==> config.mk <==
export PLATFORM = sky130hd
export DESIGN_NAME = fp_sqrt_iter_core
export DESIGN_NICKNAME = d
export VERILOG_FILES = /design/src/rtl/fp_sqrt_iter_core.sv
export SDC_FILE = /design/constraint.sdc
export NUM_CORES = 1
export LEC_CHECK = 0
export CAP_MARGIN = 40
export CORE_MARGIN = 2
export CORE_UTILIZATION = 55
export CTS_CLUSTER_DIAMETER = 60
export DETAILED_ROUTE_END_ITERATION = 10
export PLACE_DENSITY = 0.78
export SYNTH_ARGS = -nofsm -noshare
export SYNTH_HDL_FRONTEND = slang
export SYNTH_SLANG_ARGS = --single-unit
==> constraint.sdc <==
create_clock -name clk -period 3.9 [get_ports clk]
set_clock_uncertainty 0.15 [all_clocks]
set_input_delay 0.78 -clock clk [delete_from_list [all_inputs] [get_ports clk]]
set_output_delay 0.78 -clock clk [all_outputs]
set_load 0.05 [all_outputs]
==> src/rtl/fp_sqrt_iter_core.sv <==
// Iterative digit-recurrence unsigned square root: Q = floor(sqrt(R*2^W)), remainder = R*2^W - Q^2.
// Define FP_SQRT_RADIX4_EN to retire two root bits per cycle (ceil(W/2) cycles instead of W).

module fp_sqrt_step #(
  parameter int W = 57
) (
  input  logic [W+1:0]   p_in,
  input  logic [W-1:0]   q_in,
  input  logic [2*W-1:0] s_in,
  output logic [W+1:0]   p_out,
  output logic [W-1:0]   q_out,
  output logic [2*W-1:0] s_out
);
  logic [W+3:0] cand, trial;
  logic [W+1:0] diff;
  logic         ge;

  assign cand  = {p_in, s_in[2*W-1:2*W-2]};
  assign trial = {2'b00, q_in, 2'b01};
  assign ge    = cand >= trial;
  // the accepted difference is below 2Q+1, so the low W+2 bits are exact
  assign diff  = cand[W+1:0] - trial[W+1:0];
  assign p_out = ge ? diff : cand[W+1:0];
  assign q_out = {q_in[W-2:0], ge};
  assign s_out = {s_in[2*W-3:0], 2'b00};
endmodule

module fp_sqrt_iter_core #(
  parameter int DATA_WIDTH = 57
) (
  input  logic                  clk,
  input  logic                  rst_n,
  input  logic                  start,
  input  logic [DATA_WIDTH-1:0] radicand,
  output logic [DATA_WIDTH-1:0] result,
  output logic [DATA_WIDTH:0]   remainder,
  output logic                  sticky,
  output logic                  done,
  output logic                  busy
);
  localparam int W = DATA_WIDTH;
`ifdef FP_SQRT_RADIX4_EN
  localparam int LPC = 2;
`else
  localparam int LPC = 1;
`endif
  localparam int NSTEPS    = (W + LPC - 1) / LPC;
  localparam int CW        = $clog2(NSTEPS + 1);
  localparam bit ODD_FIRST = (LPC == 2) && (W % 2 == 1);

  typedef enum logic [1:0] {IDLE, ITER, DONE} state_t;

  state_t           state;
  logic [2*W-1:0]   s;
  logic [W+1:0]     p;
  logic [W-1:0]     q;
  logic [CW-1:0]    cnt;

  logic [LPC:0][W+1:0]   p_c;
  logic [LPC:0][W-1:0]   q_c;
  logic [LPC:0][2*W-1:0] s_c;
  logic [W+1:0]          p_nxt;
  logic [W-1:0]          q_nxt;
  logic [2*W-1:0]        s_nxt;
  logic                  single;

  assign p_c[0] = p;
  assign q_c[0] = q;
  assign s_c[0] = s;

  for (genvar g = 0; g < LPC; g++) begin : g_step
    fp_sqrt_step #(.W(W)) u_step (
      .p_in  (p_c[g]),
      .q_in  (q_c[g]),
      .s_in  (s_c[g]),
      .p_out (p_c[g+1]),
      .q_out (q_c[g+1]),
      .s_out (s_c[g+1])
    );
  end

  // odd width in the two-step build: the first cycle retires one bit so the total is W
  assign single = ODD_FIRST && (cnt == CW'(NSTEPS));
  assign p_nxt  = single ? p_c[1] : p_c[LPC];
  assign q_nxt  = single ? q_c[1] : q_c[LPC];
  assign s_nxt  = single ? s_c[1] : s_c[LPC];

  always_ff @(posedge clk or negedge rst_n) begin
    if (!rst_n) begin
      state     <= IDLE;
      s         <= '0;
      p         <= '0;
      q         <= '0;
      cnt       <= '0;
      result    <= '0;
      remainder <= '0;
      sticky    <= 1'b0;
      done      <= 1'b0;
      busy      <= 1'b0;
    end else begin
      done <= 1'b0;
      if (start) begin
        // also aborts any operation in flight; its done is never issued
        s     <= {radicand, {W{1'b0}}};
        p     <= '0;
        q     <= '0;
        cnt   <= CW'(NSTEPS);
        state <= ITER;
        busy  <= 1'b1;
      end else begin
        case (state)
          ITER: begin
            p   <= p_nxt;
            q   <= q_nxt;
            s   <= s_nxt;
            cnt <= cnt - CW'(1);
            if (cnt == CW'(1)) begin
              state     <= DONE;
              done      <= 1'b1;
              result    <= q_nxt;
              remainder <= p_nxt[W:0];
              sticky    <= |p_nxt[W:0];
            end
          end
          DONE: begin
            state <= IDLE;
            busy  <= 1'b0;
          end
          default: busy <= 1'b0;
        endcase
      end
    end
  end
endmodule

# ---- Word level (Yosys, flattened, before mapping)
# Cells that the tools add are included.
dict set report totals {
  reg_bits 356
  word_cells 41
}
dict set report classes {
  n_addsub 2
  magnitude_cmp 1
  n_eq_ne 5
  n_mux 17
  n_bitwise 1
  reduce_logical 5
}
# operator count
set op_table {}
lappend op_table {{114-bit two-way mux} 2}
lappend op_table {{59-bit two-way mux} 3}
lappend op_table {{57-bit two-way mux} 2}
lappend op_table {{61-bit by 59-bit >= comparator with 1-bit output} 1}
lappend op_table {{59-bit subtractor} 1}
lappend op_table {{58-bit OR reduction} 1}
lappend op_table {{6-bit two-way mux} 2}
lappend op_table {{6-bit by 1-bit == test with 1-bit output, second input constant} 1}
lappend op_table {{6-bit by 1-bit subtractor with 6-bit output, second input constant} 1}
lappend op_table {{1-bit two-way mux} 5}
lappend op_table {{2-bit two-way mux} 2}
lappend op_table {{2-bit one-hot mux with 2 select lines} 1}
lappend op_table {{3-bit != test, second input constant} 1}
lappend op_table {{3-bit AND reduction} 1}
lappend op_table {{3-bit nonzero test} 1}
lappend op_table {{2-bit by 1-bit == test with 1-bit output, second input constant} 1}
lappend op_table {{2-bit == test, second input constant} 1}
lappend op_table {{2-bit != test, second input constant} 1}
lappend op_table {{2-bit AND reduction} 1}
lappend op_table {{2-bit nonzero test} 1}
lappend op_table {{1-bit NOT} 1}

# ---- Depth between registers and ports, before layout
# Gate-level depths: netlist (run 1).
dict set report depth {
  depth_word 4
  mapped_depth 17
  depth_no_buf 14
}

# ---- Modules after synthesis
# Synthesis (run 1) repeated with hierarchy kept, for this count alone.
dict set report unflattened {
  hier_cells 2207
  hier_area_um2 20038.0
}
# mod n_inst cells_each area_per_inst_um2
set by_module_without_submodules {}
lappend by_module_without_submodules {fp_sqrt_iter_core 1 1307 14297.5}
lappend by_module_without_submodules {fp_sqrt_step 1 900 5740.5}

# ---- Least setup slack after synthesis (run 1)
# Ideal clock, no wire load.
dict set report synth_timing {
  kind {reg-to-reg}
  from {reg q[17]}
  to {reg sticky}
  arrival_ns 3.216
  slack_ns 0.392
  stages_incl_launch_ff 16
  path_buffers 1
  period_less_slack_ns 3.508
  cell_sequence {dfrtp_1 inv_1 ha_1 buf_6 a211oi_2 nor2_1 or4_1 a221o_1 a31oi_4 o311ai_1 xor2_1 a21oi_2 nor4bb_1 nand4_1 nor3_1 a41oi_1}
}
dict set report synth_via {
  elab_chain_cells 3
  word_cells_on_any_way 4
  classes_between {add/sub: 1; order compare: 1; mux: 1; reduce/logical: 1}
}
# item line_no
set synth_rtl {}
lappend synth_rtl {{start, declared} 56} ;# logic [W-1:0] q;
lappend synth_rtl {{start signal, assigned} 114} ;# q <= q_nxt;
lappend synth_rtl {{59-bit subtractor or 61-bit by 59-bit >= comparator with 1-bit output (tied branches)} {22, 20}}
lappend synth_rtl {{59-bit two-way mux (*)} 23} ;# assign p_out = ge ? diff : cand[W+1:0];
lappend synth_rtl {{58-bit OR reduction (*)} 122} ;# sticky <= |p_nxt[W:0];
lappend synth_rtl {{end signal, assigned} 122}
lappend synth_rtl {{end, declared} 37} ;# output logic sticky,
# Mark *: on every way between the ends. The rest lies on a longest branch, timed or not.
# A chain may end at the register's enable or synchronous reset.

# ---- Final worst setup path (run 1)
dict set report layout_timing {
  from {reg q[18]}
  to {reg sticky}
}
# Same word-level chain as after synthesis.

==> reports/results.ini, run 1 <==
[status]
status=complete, no violations

[clocking]
clk_pin_slew_ns=0.06
cts_buffer_depth=3
cts.sinks=299
cts_tree=built
cts_inserted_buffers=31
clk_root_buffer_cell=clkbuf_16
htree_levels=1
clk_latency_ns=0.57

[global_routing]
grt.total_usage_pct=29.5
grt_remaining_overflow=0
grt_antenna_before_repair=0
gr-max-usage-layer=met2
grt_use_met2_pct=49.2
grt_util_met1_pct=40.0
grt_pass1_wl_mm=73.7
gr-usage-met3_pct=4.95
grt_max_degree=223
grt_pass1_vias=14300

[timing]
period_share_pct=98.1
hold_ws_ns=0.00405
hold_viol=0
drv_slew=0
rsz0062_at_grt=yes
finalSetupViolCount=0
min_period_ns=3.83
worst_slew_pin_slew_ns=0.952
tns_ns=0
max_freq_mhz=261
slew_headroom_pct=36.5

[synthesis]
async_flop_share_pct=100
synth_nets=1976
ys_ff_latch=299
synth_ff_type=dfrtp_1
syn_avg_cell_area_sq_um=8.78
seq_area_frac_synth_pct=45.9
synth.distinct_cells=70
yosysWarningCount=0
postSynthCellCount=1855
netlist_area_sq_um=16300
synth_edf_count=0

[critical_path]
crit_family=compound AO/OA/AOI/OAI gates
endpoint_kind=flip-flop
ff2ff_setup_slack_ns=0.07
startpoint_type=flip-flop
cp_max_fo=14
cp.arrival_ns=4.09
worstPathRequired_ns=4.16
worstPathCellList=inv_2 > ha_4 > buf_4 > buf_4 > nand2_1 > o21ai_0 > o21bai_1 > a211oi_2 > nand2_2 > a21bo_4 > buf_12 > buf_16 > nor4_4 > o2111a_1 > nand4_1 > nor3_2 > a41oi_2
crit_slowest_cell=dfrtp_1
path_class=flip-flop to flip-flop
path_common_cell=buf_4
path_buf_inv=5
cpPeakStageDelay_ns=0.42

[power]
power_density_nw_per_um2=832
ir_drop_uv=480
p_leak_nw=10.2

[route]
avgViaCountPerCell=5.69
drt_iter0_drc=1132
routed_wirelength_mm=47.4
ant_nets=0
vias=14800
post_drt_wl_per_cell_um=18.2
drtPass1Iterations=5
drc=0

[floorplan]
rows=63
io-pin-count=178
die_width_um=176
fp.dieH_um=176
coreArea_sq_um=29400
start_util_pct=55.4
die_area_sq_um=31000

[cells_and_area]
final_layout_size_suffix_gt1_share_pct=20.1
area_delta_synth_final_pct=35.0
post-route-util_pct=74.8
final_area_sq_um=22000
layout_common_cells=nand2_1, dfrtp_1, buf_4
antennaDiodeCount=0
nets=2312
layout_commonest_cell=nand2_1

[worst_hold_path]
hp-class=input pin to async pin

[placement]
post-dp-hpwl_mm=33.9
dpl_cell_area_sq_um=19800
io_buffers=177
gp_congestion=0.975

[flow_run]
max-cap-violations=0

==> synth_stat cells (all sizes together), types with 8 or more instances <==
cell	n	area share, %
nor3	20	0.61
xnor2	33	1.8
mux2i	95	5.8
nand3	10	0.31
inv	74	1.7
a211oi	51	2.4
or3	8	0.31
o21a	14	0.65
buf	25	0.73
o21ai	226	7.0
nand2	387	8.9
a21o	20	0.92
dfrtp	299	46
xor2	27	1.5
ha	61	4.7
a31oi	8	0.40
nor2	108	2.5
nor4	17	0.65
nand4	22	0.84
nand2b	10	0.38
o21bai	10	0.46
a21oi	152	4.7
nor2b	10	0.38
clkbuf	88	2.0
==> worst reg2reg max path, delay by kind of cell, from the launching register on <==
kind / cells / cell delay, ns
AOI/OAI and AO/OA: 6 / 1.30
adders and majority gates: 1 / 0.21
buffers and inverters: 5 / 0.66
DFF: 1 / 0.42
and+or+nand+nor: 5 / 0.92
==> power by group <==
group	internal, mW	total, mW	leakage (nW)	switching [mW]
clock	1.81	3.04	0.522	1.24
combinational	5.32	11.5	5.99	6.17
sequential	3.47	3.77	3.74	0.295
==> logic make-up after synthesis <==
logic type	count (synthesis)	share of synthesized area, %
adder cells (fa/ha/maj)	61	4.68
buffers and inverters	188	4.49
AND/OR/NAND/NOR	624	16.5
multiplexers	95	5.84
XOR/XNOR	60	3.23
flip-flops	299	45.9
AO/OA/AOI/OAI	528	19.4
==> flip-flops by register name, summed over array words and instances, names as in the netlist <==
register and count:
p 59, remainder 58, q 57, result 57
s 57, cnt 6, state 2, busy 1
done 1, sticky 1
==> repair_timing <==
action                                  4_1_cts  5_1_grt
cloned                                        0        1
hold buffers                                  0        0
setup buffers                                 2       30
resized for setup                            18      154
endpoints found under the setup margin        7       10
pin swaps                                     5       48
==> area by class of cell <==
cell class                 count  area, sq um
inverter                      75          282
tap                          390          488
clock buffer                  38          852
timing repair buffer         416         3730
clock inverter                15          200
fill                        2086         7400
multi-input combinational   1368         8970
sequential                   299         7480
==> per-layer routing <==
layer | vias to the layer above | wire length (um)
met5 | - | 0
met4 | 0 | 1210
met3 | 82 | 3010
met2 | 461 | 22800
met1 | 7137 | 20400
li1 | 7111 | -
==> metrics by stage <==
step / power, mW / worst slack, ns / instances
after floorplan: 9.40 / 0.392 / 1855
after global placement: 13.6 / -0.363 / 2513
after detailed placement: 13.7 / -0.408 / 2515
after CTS: 16.9 / 0.00568 / 2570
after global routing: 19.3 / -0.105 / 2601
final: 18.3 / 0.0745 / 2601
==> final timing paths <==
kind	start	to	depth (start not counted)
setup / recovery	q[18]$_DFFE_PN0P_	sticky$_DFFE_PN0P_	17
hold / removal	rst_n	q[21]$_DFFE_PN0P_	1
hold reg to reg	remainder[3]$_DFFE_PN0P_	remainder[3]$_DFFE_PN0P_	2
setup reg to reg	q[18]$_DFFE_PN0P_	sticky$_DFFE_PN0P_	17
max in group asynchronous	rst_n	s[112]$_DFFE_PN0P_	2
min in group clk	remainder[3]$_DFFE_PN0P_	remainder[3]$_DFFE_PN0P_	2
Note: power is estimated with default switching activity, not from simulation.
==> inputs of run 2 (changes only) <==
==> constraint.sdc (replaced) <==
create_clock -name clk -period 3.9 [get_ports clk]
set_clock_uncertainty 0.15 [all_clocks]
set_input_delay 0.78 -clock clk [delete_from_list [all_inputs] [get_ports clk]]
set_output_delay 0.78 -clock clk [all_outputs]
set_load 0.02 [all_outputs]
==> results of run 2 <==
Same layout as run 1 (identical final DEF). Status: complete, no violations.
Among the figures that moved: total power 18.3 mW -> 18.2 mW
==> inputs of run 3 (changes only) <==
--- a/config.mk
+++ b/config.mk
@@ -7,10 +7,11 @@
 export LEC_CHECK = 0
 export CAP_MARGIN = 40
 export CORE_MARGIN = 2
-export CORE_UTILIZATION = 55
+export CORE_UTILIZATION = 52
 export CTS_CLUSTER_DIAMETER = 60
 export DETAILED_ROUTE_END_ITERATION = 10
-export PLACE_DENSITY = 0.78
+export PLACE_DENSITY = 0.77
+export SLEW_MARGIN = 20
 export SYNTH_ARGS = -nofsm -noshare
 export SYNTH_HDL_FRONTEND = slang
 export SYNTH_SLANG_ARGS = --single-unit
==> constraint.sdc (replaced) <==
create_clock -name clk -period 3.5 [get_ports clk]
set_clock_uncertainty 0.15 [all_clocks]
set_input_delay 0.7 -clock clk [delete_from_list [all_inputs] [get_ports clk]]
set_output_delay 0.7 -clock clk [all_outputs]
set_load 0.02 [all_outputs]
==> run 3 against run 2 <==
The run now ends with negative setup slack left. Sequential share of layout area is 2.9 points lower. Hold slack better by 0.025 ns. Clock power is 17% higher. Die area is 5.6% higher. Clock-buffer cell count is 16 higher. Worst setup slack worse by 0.35 ns. Combinational power is 30% higher. Sequential cell count stayed put. Final area is 9.1% higher.
==> reports/results.ini, run 3 (synthesis results as in run 1) <==
[status]
status=finished, violations left
violations=negative setup slack

[critical_path]
cp.arrival_ns=4.00  ; -0.09 ns
ff2ff_setup_slack_ns=-0.27  ; -0.35 ns
reg2reg_depth=16  ; -1
worstPathCellList=inv_1 > ha_2 > nand2_1 > o21a_1 > o31ai_4 > buf_4 > a2111oi_4 > buf_4 > nor2_1 > xnor2_1 > nand2b_1 > o31ai_4 > o2111a_1 > nand4_1 > nor3_2 > a41oi_1
endpoint_kind=flip-flop
crit_slowest_cell=a2111oi_4
path_class=flip-flop to flip-flop
cp_max_fo=5  ; -9
cpPeakStageDelay_ns=0.44  ; +0.02 ns
r2r_end=sticky$_DFFE_PN0P_
startpoint_type=flip-flop
r2r-start=q[5]$_DFFE_PN0P_
worstPathRequired_ns=3.73  ; -0.43 ns
critPathLaunch=q[5]$_DFFE_PN0P_

[cells_and_area]
top_regs=p x59, remainder x58
area_delta_synth_final_pct=47.4
final_area_sq_um=24000  ; +9.1%
nets=2566  ; +11%
top_register=p
antennaDiodeCount=0  ; unchanged
largest_reg_flops=59  ; unchanged
final_layout_size_suffix_gt1_share_pct=28.9  ; +8.9 points
layout_common_cells=buf_4, nand2_1, dfrtp_1
layout_commonest_cell=buf_4

[timing]
slew_headroom_pct=23.0  ; -14 points
drv_slew=0  ; unchanged
hold_viol=0  ; unchanged
min_period_ns=3.77  ; -0.0527 ns
hold_ws_ns=0.0289  ; +0.0248 ns
max_freq_mhz=265  ; +1.4%
tns_ns=-0.988  ; -0.988 ns
period_share_pct=108  ; +9.7 points
finalSetupViolCount=8  ; +8
worst_slack_ns=-0.273  ; -0.347 ns
rsz0062_at_grt=yes
worst_slew_pin_slew_ns=1.15  ; +0.203 ns

[route]
drc=0  ; unchanged
drt_iter0_drc=1197  ; +5.7%
drtPass1Iterations=6  ; +1
routed_wirelength_mm=52.2  ; +10%
vias=16100  ; +9.0%
ant_nets=0  ; unchanged
post_drt_wl_per_cell_um=18.2  ; about the same
avgViaCountPerCell=5.62  ; -1.1%

[global_routing]
grt_pass1_vias=16100  ; +13%
grt.total_usage_pct=31.0  ; +1.5 points
grt_remaining_overflow=0  ; unchanged
grt_max_degree=240  ; +7.6%
grt_antenna_before_repair=0  ; unchanged
grt_pass1_wl_mm=82.1  ; +11%

[placement]
dpl_cell_area_sq_um=21700  ; +9.4%
io_buffers=177  ; unchanged
post-dp-hpwl_mm=36.7  ; +8.2%
gp_congestion=0.975  ; about the same

[power]
p_total_mw=22.5
ir_drop_uv=527
p_leak_nw=11.5  ; +12%
net-switching-power_mw=9.25
pwr-share-comb_pct=65.7
power_density_nw_per_um2=938
clkPwrFrac_pct=15.9
p_int_mw=13.3
power.share.sequential_pct=18.4
netSwitchingFraction_pct=41.1

[clocking]
htree_levels=2  ; +1
cts_buffer_depth=3  ; unchanged
cts_inserted_buffers=35  ; +13%
holdBufCountCts=0  ; unchanged
clk_root_buffer_cell=clkbuf_16
clk_pin_slew_ns=0.06  ; about the same
clk_latency_ns=0.53  ; -0.04 ns
cts.sinks=299  ; unchanged
cts_tree=built

[flow_run]
max-cap-violations=0  ; unchanged

[floorplan]
die_width_um=181  ; +2.8%
start_util_pct=53.0  ; -2.4 points
io-pin-count=178  ; unchanged
die_area_sq_um=32800  ; +5.6%
rows=64  ; +1.6%
coreArea_sq_um=30700  ; +4.6%
fp.dieH_um=181  ; +2.8%

[worst_hold_path]
hp-class=input pin to async pin

-- run 3: cell types whose count changed in the layout (fill, tap and decap cells not counted), moves of 8 or more --
cell	delta
a211oi_2	+10
a211oi_1	-10
ha_1	+12
buf_6	+11
buf_4	+242
o21ai_2	+9
o21ai_0	-12
clkbuf_1	+8
-- run 3: worst max-delay path by stage --
| stage | endpoint | slack [ns] | cells after the start |
|---|---|---|---|
| after CTS | sticky$_DFFE_PN0P_ | -0.15 | 16 |
| after global placement | sticky$_DFFE_PN0P_ | -0.56 | 15 |
| after detailed placement | sticky$_DFFE_PN0P_ | -0.56 | 15 |
| after global routing | sticky$_DFFE_PN0P_ | -0.44 | 17 |
| after floorplan | sticky$_DFFE_PN0P_ | 0.04 | 14 |
| final | sticky$_DFFE_PN0P_ | -0.27 | 16 |
-- run 3: per-layer routing --
layer  wire, um  vias up  GRT usage (%)  part of all wire (%)
met2      25400      547           53.3                    49
met3       3270      133           5.85                   6.3
met5          0        -              0                     0
met1      21900     7807           40.0                    42
met4       1610        0           9.14                   3.1
li1           -     7631              -                     -
-- run 3: final cells by class --
class	count	area (sq um)
timing repair buffer	666	5580
clock buffer	54	1050
tap	396	495
sequential	299	7480
clock inverter	8	76.3
fill	2051	6740
multi-input combinational	1368	9040
inverter	75	282
-- run 3: critical path, delay by kind of cell, from the launching register on --
family | cells | cell delay [ns]
AOI/OAI and AO/OA | 6 | 1.43
adders and majority gates | 1 | 0.34
xor gates and xnor gates | 1 | 0.19
DFF | 1 | 0.37
and+or+nand+nor | 5 | 0.67
buffers and inverters | 3 | 0.46
-- run 3: timing repair --
item,4_1_cts,5_1_grt
resized for setup,91,124
setup buffers,13,29
endpoints found under the setup margin,52,93
pin swaps,38,53
cloned,0,0
-- run 3: power groups by stage --
| stage | Combinational [mW] | Clock [mW] | Sequential, mW |
|---|---|---|---|
| final | 14.8 | 3.57 | 4.15 |
| after global routing | 15.8 | 3.75 | 4.19 |
| after CTS | 13.5 | 3.61 | 4.11 |
| after detailed placement | 12.6 | 0 | 4.15 |
| after global placement | 12.4 | 0 | 4.13 |
| after floorplan | 6.10 | 0 | 4.24 |
-- run 3: metrics by stage --
| step | util [%] | setup WS, ns | instances |
|---|---|---|---|
| after global routing | 78.1 | -0.438 | 2866 |
| after CTS | 75.8 | -0.152 | 2845 |
| final | 78.1 | -0.273 | 2866 |
| after detailed placement | 70.4 | -0.564 | 2771 |
| after floorplan | - | 0.0394 | 1855 |
| after global placement | 70.3 | -0.557 | 2770 |
